## src/rtl/mem_pkg.sv

```systemverilog
// Shared types and constants for the memory stage of the RV32 pipeline.
package mem_pkg;

  // Access FSM: IDLE issues requests, WAIT holds one until ack or timeout.
  typedef enum logic {
    IDLE = 1'b0,
    WAIT = 1'b1
  } mem_state_t;

  // Access size selector carried on MemTypeM.
  localparam logic MEM_WORD = 1'b0;
  localparam logic MEM_BYTE = 1'b1;

endpackage

```

## src/rtl/mem_align.sv

```systemverilog
// Lane steering for word/byte accesses: byte enables, replicated store data,
// and right-aligned, zero-extended load data.
module mem_align
  import mem_pkg::*;
(
  input  logic        mem_type,
  input  logic [1:0]  byte_sel,
  input  logic [31:0] store_data,
  input  logic [31:0] load_data,
  output logic [3:0]  wstrb,
  output logic [31:0] wdata,
  output logic [31:0] rdata
);

  // Word accesses pass straight through; byte accesses pick one lane.
  always_comb begin
    wstrb = 4'hF;
    wdata = store_data;
    rdata = load_data;
    if (mem_type == MEM_BYTE) begin
      wdata = {4{store_data[7:0]}};
      case (byte_sel)
        2'd0: begin wstrb = 4'b0001; rdata = {24'b0, load_data[7:0]};   end
        2'd1: begin wstrb = 4'b0010; rdata = {24'b0, load_data[15:8]};  end
        2'd2: begin wstrb = 4'b0100; rdata = {24'b0, load_data[23:16]}; end
        default: begin wstrb = 4'b1000; rdata = {24'b0, load_data[31:24]}; end
      endcase
    end
  end

endmodule

```

## src/rtl/memory_stage.sv

```systemverilog
// Memory stage: issues data-memory accesses, stalls while one is outstanding,
// abandons it after a bounded wait, and latches the MEM/WB register.
//
// Handshake: mem_req is raised while an access is pending and held, with
// mem_we/mem_addr/mem_wdata/mem_wstrb stable, until the cycle in which
// mem_ack is high; that cycle completes the access and mem_rdata is valid
// only then. mem_ack may coincide with the first cycle of mem_req (zero wait).
// mem_ack while no access is pending is ignored.
module memory_stage
  import mem_pkg::*;
#(
  parameter int TIMEOUT_CYCLES = 255
) (
  input  logic        clk,
  input  logic        rst,
  input  logic        RegWriteM,
  input  logic        ResultSrcM,
  input  logic        MemWriteM,
  input  logic [31:0] ALUResultM,
  input  logic [31:0] WriteDataM,
  input  logic [4:0]  RdM,
  input  logic        MemTypeM,
  output logic        mem_req,
  output logic        mem_we,
  output logic [31:0] mem_addr,
  output logic [31:0] mem_wdata,
  output logic [3:0]  mem_wstrb,
  input  logic [31:0] mem_rdata,
  input  logic        mem_ack,
  output logic        StallM,
  output logic        MemErr,
  output logic        RegWriteW,
  output logic        ResultSrcW,
  output logic [31:0] ALUResultW,
  output logic [31:0] ReadDataW,
  output logic [4:0]  RdW,
  output mem_state_t  dbg_state
);

  localparam int CW = $clog2(TIMEOUT_CYCLES + 1);
  localparam logic [CW-1:0] LAST_WAIT = CW'(TIMEOUT_CYCLES - 1);
  localparam logic [CW-1:0] COUNT_MAX = {CW{1'b1}};

  mem_state_t    state;
  mem_state_t    state_next;
  logic [CW-1:0] count;
  logic          access;
  logic          timeout_hit;
  logic [31:0]   aligned_rdata;

  assign access    = ResultSrcM | MemWriteM;
  assign mem_we    = MemWriteM;
  assign mem_addr  = {ALUResultM[31:2], 2'b00};
  assign dbg_state = state;

  mem_align u_align (
    .mem_type   (MemTypeM),
    .byte_sel   (ALUResultM[1:0]),
    .store_data (WriteDataM),
    .load_data  (mem_rdata),
    .wstrb      (mem_wstrb),
    .wdata      (mem_wdata),
    .rdata      (aligned_rdata)
  );

  // State register.
  always_ff @(posedge clk) begin
    if (rst) state <= IDLE;
    else     state <= state_next;
  end

  // Next state, request, timeout detection and stall.
  always_comb begin
    state_next  = state;
    timeout_hit = 1'b0;
    case (state)
      IDLE: begin
        if (access && !mem_ack) state_next = WAIT;
      end
      WAIT: begin
        if (mem_ack) begin
          state_next = IDLE;
        end else if (count == LAST_WAIT) begin
          timeout_hit = 1'b1;
          state_next  = IDLE;
        end
      end
      default: state_next = IDLE;
    endcase
    mem_req = access && (state == IDLE || state == WAIT) && !rst;
    StallM  = access && !mem_ack && !timeout_hit;
  end

  // Wait-cycle counter: zero in IDLE, counts WAIT cycles, saturates.
  always_ff @(posedge clk) begin
    if (rst || state == IDLE) count <= '0;
    else if (count != COUNT_MAX) count <= count + 1'b1;
  end

  // Sticky timeout flag.
  always_ff @(posedge clk) begin
    if (rst)              MemErr <= 1'b0;
    else if (timeout_hit) MemErr <= 1'b1;
  end

  // MEM/WB register: capture when the stage advances, bubble otherwise.
  always_ff @(posedge clk) begin
    if (rst) begin
      RegWriteW  <= 1'b0;
      ResultSrcW <= 1'b0;
      ALUResultW <= '0;
      ReadDataW  <= '0;
      RdW        <= '0;
    end else if (StallM || timeout_hit) begin
      RegWriteW  <= 1'b0;
      ResultSrcW <= 1'b0;
      RdW        <= '0;
    end else begin
      // Stores never write rd; a load to x0 completes but writes nothing.
      RegWriteW  <= RegWriteM && !MemWriteM && !(ResultSrcM && RdM == 5'd0);
      ResultSrcW <= ResultSrcM;
      ALUResultW <= ALUResultM;
      RdW        <= RdM;
      if (ResultSrcM && mem_ack) ReadDataW <= aligned_rdata;
    end
  end

endmodule
```

## config.mk

```make
export PLATFORM = sky130hd
export DESIGN_NAME = memory_stage
export DESIGN_NICKNAME = d
export VERILOG_FILES = /design/src/rtl/mem_pkg.sv /design/src/rtl/mem_align.sv /design/src/rtl/memory_stage.sv
export SDC_FILE = /design/constraint.sdc
export NUM_CORES = 1
export LEC_CHECK = 0
export CAP_MARGIN = 20
export CORE_MARGIN = 1
export CORE_UTILIZATION = 41
export CTS_CLUSTER_DIAMETER = 60
export DETAILED_ROUTE_END_ITERATION = 8
export PLACE_DENSITY = 0.81
export SYNTH_ARGS = -nofsm -noshare
export SYNTH_HDL_FRONTEND = slang
export SYNTH_HIERARCHICAL = 1
export SYNTH_SLANG_ARGS = --single-unit
```

## constraint.sdc

```tcl
create_clock -name clk -period 1.6 [get_ports clk]
set_input_delay 0.24 -clock clk [delete_from_list [all_inputs] [get_ports clk]]
set_output_delay 0.24 -clock clk [all_outputs]
set_load 0.02 [all_outputs]
```

# After elaboration in Yosys (flattened, before gate mapping)
# Index checks and enable logic that the tools add are counted.
dict set report word_totals {
  reg_bits 81
  latchBits 0
  ramBits 0
  romBits 0
  output_inout_bits 144
  word_cells 46
  n_memories 0
}
dict set report classes {
  add_sub_neg 1
  mul 0
  div 0
  magnitude_cmp 0
  eq_ne 4
  shift 0
  muxes 12
  n_bitwise 3
  reduce_logical 18
}
# cell count
set ops {}
lappend ops {{$mux W32} 2}
lappend ops {{$pmux W8 S3} 1}
lappend ops {{$pmux W4 S3} 1}
lappend ops {{$add A8 B1 Y8 const B} 1}
lappend ops {{$eq A8 B8 Y1 const B} 1}
lappend ops {{$ne A8 B8 Y1 const B} 1}
lappend ops {{$logic_and A1 B1 Y1} 7}
lappend ops {{$mux W1} 6}
lappend ops {{$logic_not A1 Y1} 5}
lappend ops {{$logic_not A5 Y1} 1}
lappend ops {{$mux W4} 1}
lappend ops {{$eq A2 B1 Y1 const B} 1}
lappend ops {{$eq A2 B2 Y1 const B} 1}
lappend ops {{$logic_not A2 Y1} 1}
lappend ops {{$logic_or A1 B1 Y1} 2}
lappend ops {{$not A1 Y1} 2}
lappend ops {{$pmux W1 S2} 1}
lappend ops {{$reduce_and A2 Y1} 1}
lappend ops {{$reduce_or A2 Y1} 1}
lappend ops {{$or A1 B1 Y1} 1}

# Logic depth before layout (Yosys ltp)
# Gate-level depths: netlist (run 1).
dict set report logic_depth {
  ltp_word 9
  mapped_depth 7
  depth_no_buf 5
}

# Hierarchy
# The synthesis (run 1) kept the hierarchy.
# module n_inst cells_per_inst area_each_um2
set by_module_without_submodules {}
lappend by_module_without_submodules {memory_stage 1 547 4221.5}
lappend by_module_without_submodules {mem_align 1 138 862.1}

# Least setup slack after synthesis (run 1)
# No wires, ideal clock.
dict set report synth_timing {
  path_kind {reg-to-output}
  startpoint {reg count[0]}
  endpoint {out StallM}
  arrival_ps 1531
  required_ps 1360
  path_slack_ps -171
  stages_incl_launch_ff 7
  path_buffers 2
  path_cell_list {dfxtp_1 -> inv_1 -> ha_1 -> and3_1 -> buf_2 -> buf_2 -> a31oi_1}
}
dict set report synth_via {
  elab_chain_cells 6
}
# element line
set synth_rtl {}
lappend synth_rtl {{start: declaration} memory_stage.sv:46} ;# logic [CW-1:0] count;
lappend synth_rtl {{start signal: assignment} memory_stage.sv:97} ;# else if (count != COUNT_MAX) count <= count + 1'b1;
lappend synth_rtl {{$eq A8 B8 Y1} memory_stage.sv:83} ;# end else if (count == LAST_WAIT) begin
lappend synth_rtl {{$mux W1} memory_stage.sv:83}
lappend synth_rtl {{$mux W1} memory_stage.sv:81} ;# if (mem_ack) begin
lappend synth_rtl {{$mux W1} memory_stage.sv:76} ;# case (state)
lappend synth_rtl {{$logic_not A1 Y1} memory_stage.sv:91} ;# StallM = access && !mem_ack && !timeout_hit;
lappend synth_rtl {{$logic_and A1 B1 Y1} memory_stage.sv:91}
lappend synth_rtl {{end: declaration} memory_stage.sv:30} ;# output logic StallM,
# Every way passes these cells.

# Worst setup path after layout (run 1)
dict set report layout_timing {
  startpoint {in MemWriteM}
  endpoint {out StallM}
}
dict set report layout_via {
  elab_chain_cells 3
}
# element line
set layout_rtl {}
lappend layout_rtl {{start: declaration} memory_stage.sv:18} ;# input logic MemWriteM,
lappend layout_rtl {{$or A1 B1 Y1} memory_stage.sv:51} ;# assign access = ResultSrcM | MemWriteM;
lappend layout_rtl {{$logic_and A1 B1 Y1 (2 in series)} memory_stage.sv:91}
# Every way passes these cells.

==> impl_results.md, run 1 <==
* Asr flop ratio synth at 0%
* CTS root buf: clkbuf_16
* Placed cell area at 7680 µm²
* Num CTS Buffers at 9
* RePlAce Congestion at 0.905
* Synth Warn # at 6
* Via density at 5.11
* GRT Total Usage at 26.2%
* Drt pass-1 iters at 5
* Hold Fails Final Rpt at 0
* Finished Cell Area at 7970 µm²
* CTS tree: done
* RSZ-0062 raised after global routing: yes
* Synth top area share at 31.9%
* Clk_lat worst skew at 0.35 ns
* Synth Register Bits at 81
* Peak supply drop at 0.766 mV
* Top cells by count, synth: 110 x nand2_1, 89 x nor2b_1, 81 x dfxtp_1
* Die area at 12,800 µm²
* WHS Path Cells at 3
* CP Max Fanout at 4
* Most common cell in the netlist: nand2_1
* Crit end category: output port
* HPWL after DPL at 12.2 mm
* Clock tree buffer depth at 2
* Cell leakage power at 3.16 nW
* Largest net degree at the start of global routing at 84
* DIE HEIGHT at 113 µm
* Fillers at 1,042
* Top FF cell, synth: dfxtp_1
* Reg clk slew, reported paths at 0.07 ns
* Vias in the first global route at 5,062
* Wire per inst at 15.8 µm
* Slew Limit Fails at 0
* Number of DRC markers in iteration 0 at 449
* I/O Buffers at 249
* Startpoint types: input pin
* Max cap viols at 0
* Area Growth Syn to Fin at 56.9%
* FF-to-FF path depth at 6
* Final min period at 1.59 ns
* CTS H-tree depth at 3
* Max Freq at 0.629 GHz
* Initial antenna violation count at 1
* Synthesized netlist cell count at 685
* TNS Setup at 0 ns
* Cell Area, Synth at 5080 µm²
* Synth area leaders: dfxtp_1 32%, nor2b_1 11%, nand2_1 8.1%
* Via count of the routed design at 5,484
* Sequential area share after synthesis at 31.9%
* Critical path arrival at 1.35 ns
* Antenna Nets Post-Route at 0
* Post-synth EDFFs at 0
* Pwr/cell area at 747 nW/µm²
* Worst path required time at 1.36 ns
* Hold WC Path Type: input pin to register
* Status: finished, final reports clean
* IO Pins at 252
* First-pass GRT wire length at 26.6 mm
* Syn Area/Cell at 7.42 µm²
* Starting density of the core at 42.1%
* Gr ovfl total at 0
* Drt total wl at 17.0 mm
* Share of layout cells above drive strength 1 at 12.8%
* R2R Setup Slk at 0.11 ns
* Final-report setup violation count at 0
* # nets final at 1,009
* Clock sinks at 81
* Core Region at 12,100 µm²
* Clk_skew at 0.00815 ns
* Leading area contributor after synthesis: dfxtp_1
* Crit Path Class: input pin to output port
* DRC at 0
* Site row count at 40
* Die X-Extent at 113 µm
* Crit share post-route at 99.3%
* Synth unique cells at 43
==> metal layers <==
metal  share of wire (%)  track usage (%)  vias up
li1                    -                -     2747
met1                  45             35.8     2534
met2                  47             41.4      179
met3                 5.2             5.25       24
met4                 1.8             8.16        0
met5                   0                0        -
==> logic make-up after synthesis <==
logic type | share of synthesized area [%]
muxes | 2.29
adders and majority gates | 0.492
AOI/OAI and AO/OA | 16.3
DFF | 31.9
and+or+nand+nor | 34.6
buffers and inverters | 14.1
other | 0.0738
xor gates and xnor gates | 0.345
==> cells in the final DEF (no fill, tap or decap), types with 3 or more instances in the layout <==
master           instances
a21oi_1                 37
a21oi_2                  8
a31oi_1                  3
and2_1                   6
buf_12                   6
buf_4                   50
clkbuf_16                9
clkbuf_2                 3
clkdlybuf4s50_1        201
dfxtp_1                 79
dlygate4sd2_1           35
dlymetal6s2s_1           6
inv_1                   26
inv_2                    3
mux2_4                   7
nand2_1                110
nand2b_1                 4
nand3_1                 36
nand4_1                 65
nor2_1                  12
nor2b_1                 88
nor3_1                   3
o211ai_1                32
o21ai_0                  4
o21ai_1                 25
o22ai_2                  7
==> where the power goes <==
| part | internal [mW] | leakage (nW) | switching (mW) |
|---|---|---|---|
| combinational | 0.890 | 2.36 | 0.883 |
| sequential | 2.15 | 0.668 | 0.0604 |
| clock | 1.10 | 0.135 | 0.880 |
| total | 4.13 | 3.16 | 1.82 |
==> worst paths after layout <==
check,startpoint,end
worst min-delay path,rst,MemErr
worst min register to register,ReadDataW[2],ReadDataW[2]
worst max register to register,count[0],RegWriteW
worst max-delay path,MemWriteM,StallM
==> state kept, by name (all words and copies together) (netlist names) <==
| name | cells |
|---|---|
| ReadDataW | 32 |
| MemErr | 1 |
| ALUResultW | 32 |
| ResultSrcW | 1 |
| count | 8 |
| RegWriteW | 1 |
| dbg_state | 1 |
| RdW | 5 |
==> critical path, cell delays in order <==
cell and delay [ns]:
clkdlybuf4s50_1 0.49, buf_6 0.12, buf_4 0.11, o21bai_4 0.09
a31oi_4 0.16, buf_6 0.14
==> through the flow <==
step	worst slack (ns)	hold slack [ns]	util, %	power (mW)	std cells
after global placement	-0.378	0.441	63.7	4.05	1054
final	0.0108	0.425	66.1	5.96	1073
after detailed placement	-0.372	0.446	63.7	4.06	1054
after floorplan	0.0165	0.362	-	3.18	686
after CTS	0.00154	0.423	65.9	6.00	1071
after global routing	-0.0247	0.442	66.1	6.21	1073
==> timing repair <==
item | in CTS | in global routing
endpoints found under the setup margin | 38 | 11
hold buffers | 0 | 0
pin swaps | 2 | 1
gates resized for setup | 48 | 17
setup buffers | 1 | 1
==> cell type report <==
type,instances,area [µm²],area share (%)
Antenna cell,1,2.50,0.0314
Clock buffer,10,239,3.00
Clock inverter,6,42.5,0.534
Inverter,29,109,1.37
Multi-Input combinational cell,473,2810,35.2
Sequential cell,81,1620,20.4
Tap cell,168,210,2.64
Timing Repair Buffer,305,2940,36.9
Power figures use the tool's default switching activity.
==> run 2: changes to the inputs <==
--- a/config.mk
+++ b/config.mk
@@ -5,12 +5,14 @@
 export SDC_FILE = /design/constraint.sdc
 export NUM_CORES = 1
 export LEC_CHECK = 0
+export ABC_AREA = 1
 export CAP_MARGIN = 20
 export CORE_MARGIN = 1
-export CORE_UTILIZATION = 41
+export CORE_UTILIZATION = 39
 export CTS_CLUSTER_DIAMETER = 60
 export DETAILED_ROUTE_END_ITERATION = 8
-export PLACE_DENSITY = 0.81
+export PLACE_DENSITY = 0.82
+export SLEW_MARGIN = 10
 export SYNTH_ARGS = -nofsm -noshare
 export SYNTH_HDL_FRONTEND = slang
 export SYNTH_HIERARCHICAL = 1
==> run 2 against run 1 <==
Combinational power decreased by 5%. Synthesized cell count decreased by 0.44%. Die area down 8.1%. Count of clock-buffer cells in the layout unchanged. Power is 2.2% lower. Sequential power is essentially flat. Global-route usage shrank 1.9 points. Setup slack worse by 0.0010 ns. Design area down 7.1%. Via count is 8.6% lower. Area after synthesis fell by 13%. Register-to-register slack better by 0.02 ns. Critical path type unchanged. Critical endpoint is now mem_addr[6]. Largest power group unchanged.
==> impl_results.md, run 2 <==
* Cell leakage power at 3.70 nW (+17%)
* # nets final at 1,030 (+2.1%)
* Synth Register Bits at 81 (unchanged)
* Wire per inst at 14.1 µm (-11%)
* Most common cell in the netlist: nand2_1
* Pwr/cell area at 787 nW/µm² (+5.3%)
* Cell Area, Synth at 4440 µm² (-13%)
* Final core occ at 67.4% (+1.3 points)
* Site row count at 38 (-5.0%)
* Slowest-stage cell, CP: clkdlybuf4s50_1
* Synth top area share at 36.5% (+4.7 points)
* Pre-CTS setup slack at -0.487 ns (-0.115 ns)
* Via count of the routed design at 5,010 (-8.6%)
* HPWL after DPL at 11.6 mm (-5.1%)
* Ant. Diodes at 0 (-1)
* Register area at 1630 µm² (about the same)
* Hold Fails Final Rpt at 0 (unchanged)
* Startpoint types: input pin
* Syn Area/Cell at 6.51 µm² (-12%)
* Peak supply drop at 0.490 mV (-36%)
* Finished Cell Area at 7410 µm² (-7.1%)
* Crit path largest cell delay at 0.61 ns (+0.12 ns)
* CP Max Fanout at 2 (-2)
* Cts-stage hold buffer count at 0 (unchanged)
* CTS H-tree depth at 3 (unchanged)
* Clock sinks at 81 (unchanged)
* Leading area contributor after synthesis: dfxtp_1
* Starting density of the core at 40.4% (-1.8 points)
* Max cap viols at 0 (unchanged)
* Synth area leaders: dfxtp_1 37%, nand2_1 12%, nor2_1 12%
* Worst path required time at 1.36 ns (about the same)
* Reg clk slew, reported paths at 0.06 ns (about the same)
* Most frequent cells in the layout: 185 x clkdlybuf4s50_1, 136 x nor2_1, 132 x nand2_1
* Clock tree buffer depth at 2 (unchanged)
* Die X-Extent at 109 µm (-4.1%)
* CTS tree: done
* Synthesized netlist cell count at 682 (-0.44%)
* Vias in the first global route at 4,520 (-11%)
* Placed cell area at 7070 µm² (-8.0%)
* Status: finished, final reports clean
* Final-report setup violation count at 0 (unchanged)
* First-pass GRT wire length at 21.8 mm (-18%)
* Crit share post-route at 99.4% (about the same)
* Buf+Inv Stages, Crit Path at 2 (-2)
* IO Pins at 252 (unchanged)
* Share of layout cells above drive strength 1 at 15.8% (+3.0 points)
* I/O Buffers at 249 (unchanged)
* Drt total wl at 15.0 mm (-12%)
* Largest net degree at the start of global routing at 66 (-21%)
* Crit path top cell by count: clkdlybuf4s50_1
* Synth Warn # at 6 (unchanged)
* Area Growth Syn to Fin at 66.9%
* CTS root buf: clkbuf_16
* Via density at 4.70 (-8.0%)
* Top cells by count, synth: 139 x nand2_1, 136 x nor2_1, 83 x inv_1
* Core Region at 11,000 µm² (-8.9%)
* Biggest regs: ALUResultW (32), ReadDataW (32), count (8)
* Slew Limit Fails at 0 (unchanged)
* Crit end category: output port
* Initial antenna violation count at 0 (-1)
* Antenna Nets Post-Route at 0 (unchanged)
* Gr ovfl total at 0 (unchanged)
* Clk_lat worst skew at 0.34 ns (about the same)
* Sequential area share after synthesis at 36.5% (+4.7 points)
* Number of DRC markers in iteration 0 at 234 (-48%)
* GRT Total Usage at 24.2% (-1.9 points)
* Multi-input logic area at 2010 µm² (-29%)
* DIE HEIGHT at 109 µm (-4.1%)
* Final min period at 1.59 ns (+0.000995 ns)
* RePlAce Congestion at 0.833 (-7.9%)
* Post-synth EDFFs at 0 (unchanged)
* Commonest non-fill, non-tap cell in the layout: clkdlybuf4s50_1
* Critical path arrival at 1.35 ns (about the same)
* DRC at 0 (unchanged)
* Overall Power at 5.83 mW (-2.2%)
* Clk_skew at 0.00871 ns (+0.000560 ns)
* Synth unique cells at 22 (-49%)
* Fillers at 920 (-12%)
* Top FF cell, synth: dfxtp_1
* Hold WC Path Type: register to register
* Post-route setup slack at 0.00981 ns (-0.000995 ns)
* Die area at 11,800 µm² (-8.1%)
* R2R Setup Slk at 0.13 ns (+0.02 ns)
* Crit path cell chain: clkdlybuf4s50_1 > clkdlybuf4s50_1
* Num CTS Buffers at 9 (unchanged)
* Asr flop ratio synth at 0% (unchanged)
* CP top delay family: buffers and inverters
* Max Freq at 0.629 GHz (about the same)
* Crit Path Class: input pin to output port
* TNS Setup at 0 ns (unchanged)
* Drt pass-1 iters at 4 (-1)
==> run 2: cell types whose count changed after synthesis, sizes merged, moves of 13 or more <==
| cell | change |
|---|---|
| nand2 | +29 |
| inv | +55 |
| nand4 | -64 |
| buf | -13 |
| o21ai | +17 |
| nand3 | +20 |
| o211ai | -32 |
| nor2 | +127 |
| nor2b | -89 |
==> run 2: per-stage QoR <==
step	hold WS, ns	cells
after CTS	0.457	1062
after floorplan	0.309	683
after detailed placement	0.448	1045
after global placement	0.434	1045
after global routing	0.471	1065
final	0.455	1065
==> run 2: cell families (layout without fill, tap and decap cells) <==
group | count (synthesis) | count (layout) | share of synthesized area, %
other | 1 | 2 | 0.0845
adders and majority gates | 2 | 2 | 0.564
buffers and inverters | 163 | 405 | 19.2
DFF | 81 | 81 | 36.5
AOI/OAI and AO/OA | 96 | 96 | 12.6
and+or+nand+nor | 337 | 337 | 30.5
xor gates and xnor gates | 2 | 2 | 0.395
==> run 2: per-layer routing <==
layer | up-vias | share of wire (%) | GRT usage, %
li1 | 2544 | - | -
met1 | 2230 | 36 | 24.2
met2 | 213 | 54 | 47.5
met3 | 23 | 8.0 | 6.40
met4 | 0 | 2.1 | 8.78
met5 | - | 0 | 0
==> run 2: worst paths after layout <==
path | from | to | cells after the start
setup / recovery | ALUResultM[6] | mem_addr[6] | 2
hold reg to reg | MemErr | MemErr | 2
setup reg to reg | count[0] | ALUResultW[23] | 9
hold / removal | MemErr | MemErr | 2
==> run 2: layout make-up <==
cell class                      count  area share, %
Sequential cell                    81           21.9
Clock inverter                      6          0.591
Timing Repair Buffer              304           40.4
Tap cell                          140           2.37
Inverter                           85           4.36
Clock buffer                       10           3.23
Multi-Input combinational cell    439           27.1
==> run 2: power breakdown <==
| group | switching, mW | total [mW] | internal (mW) | leakage [nW] |
|---|---|---|---|---|
| Combinational | 0.850 | 1.68 | 0.826 | 2.90 |
| Sequential | 0.0693 | 2.21 | 2.14 | 0.670 |
| Clock | 0.840 | 1.94 | 1.10 | 0.138 |
==> run 2: what timing repair did <==
item                                   CTS  global route
setup buffers                            1             1
endpoints found under the hold margin    0             0
gates cloned                             0             2
setup endpoints to repair               58            72
pin swaps                                1             4
gates resized for setup                136            47
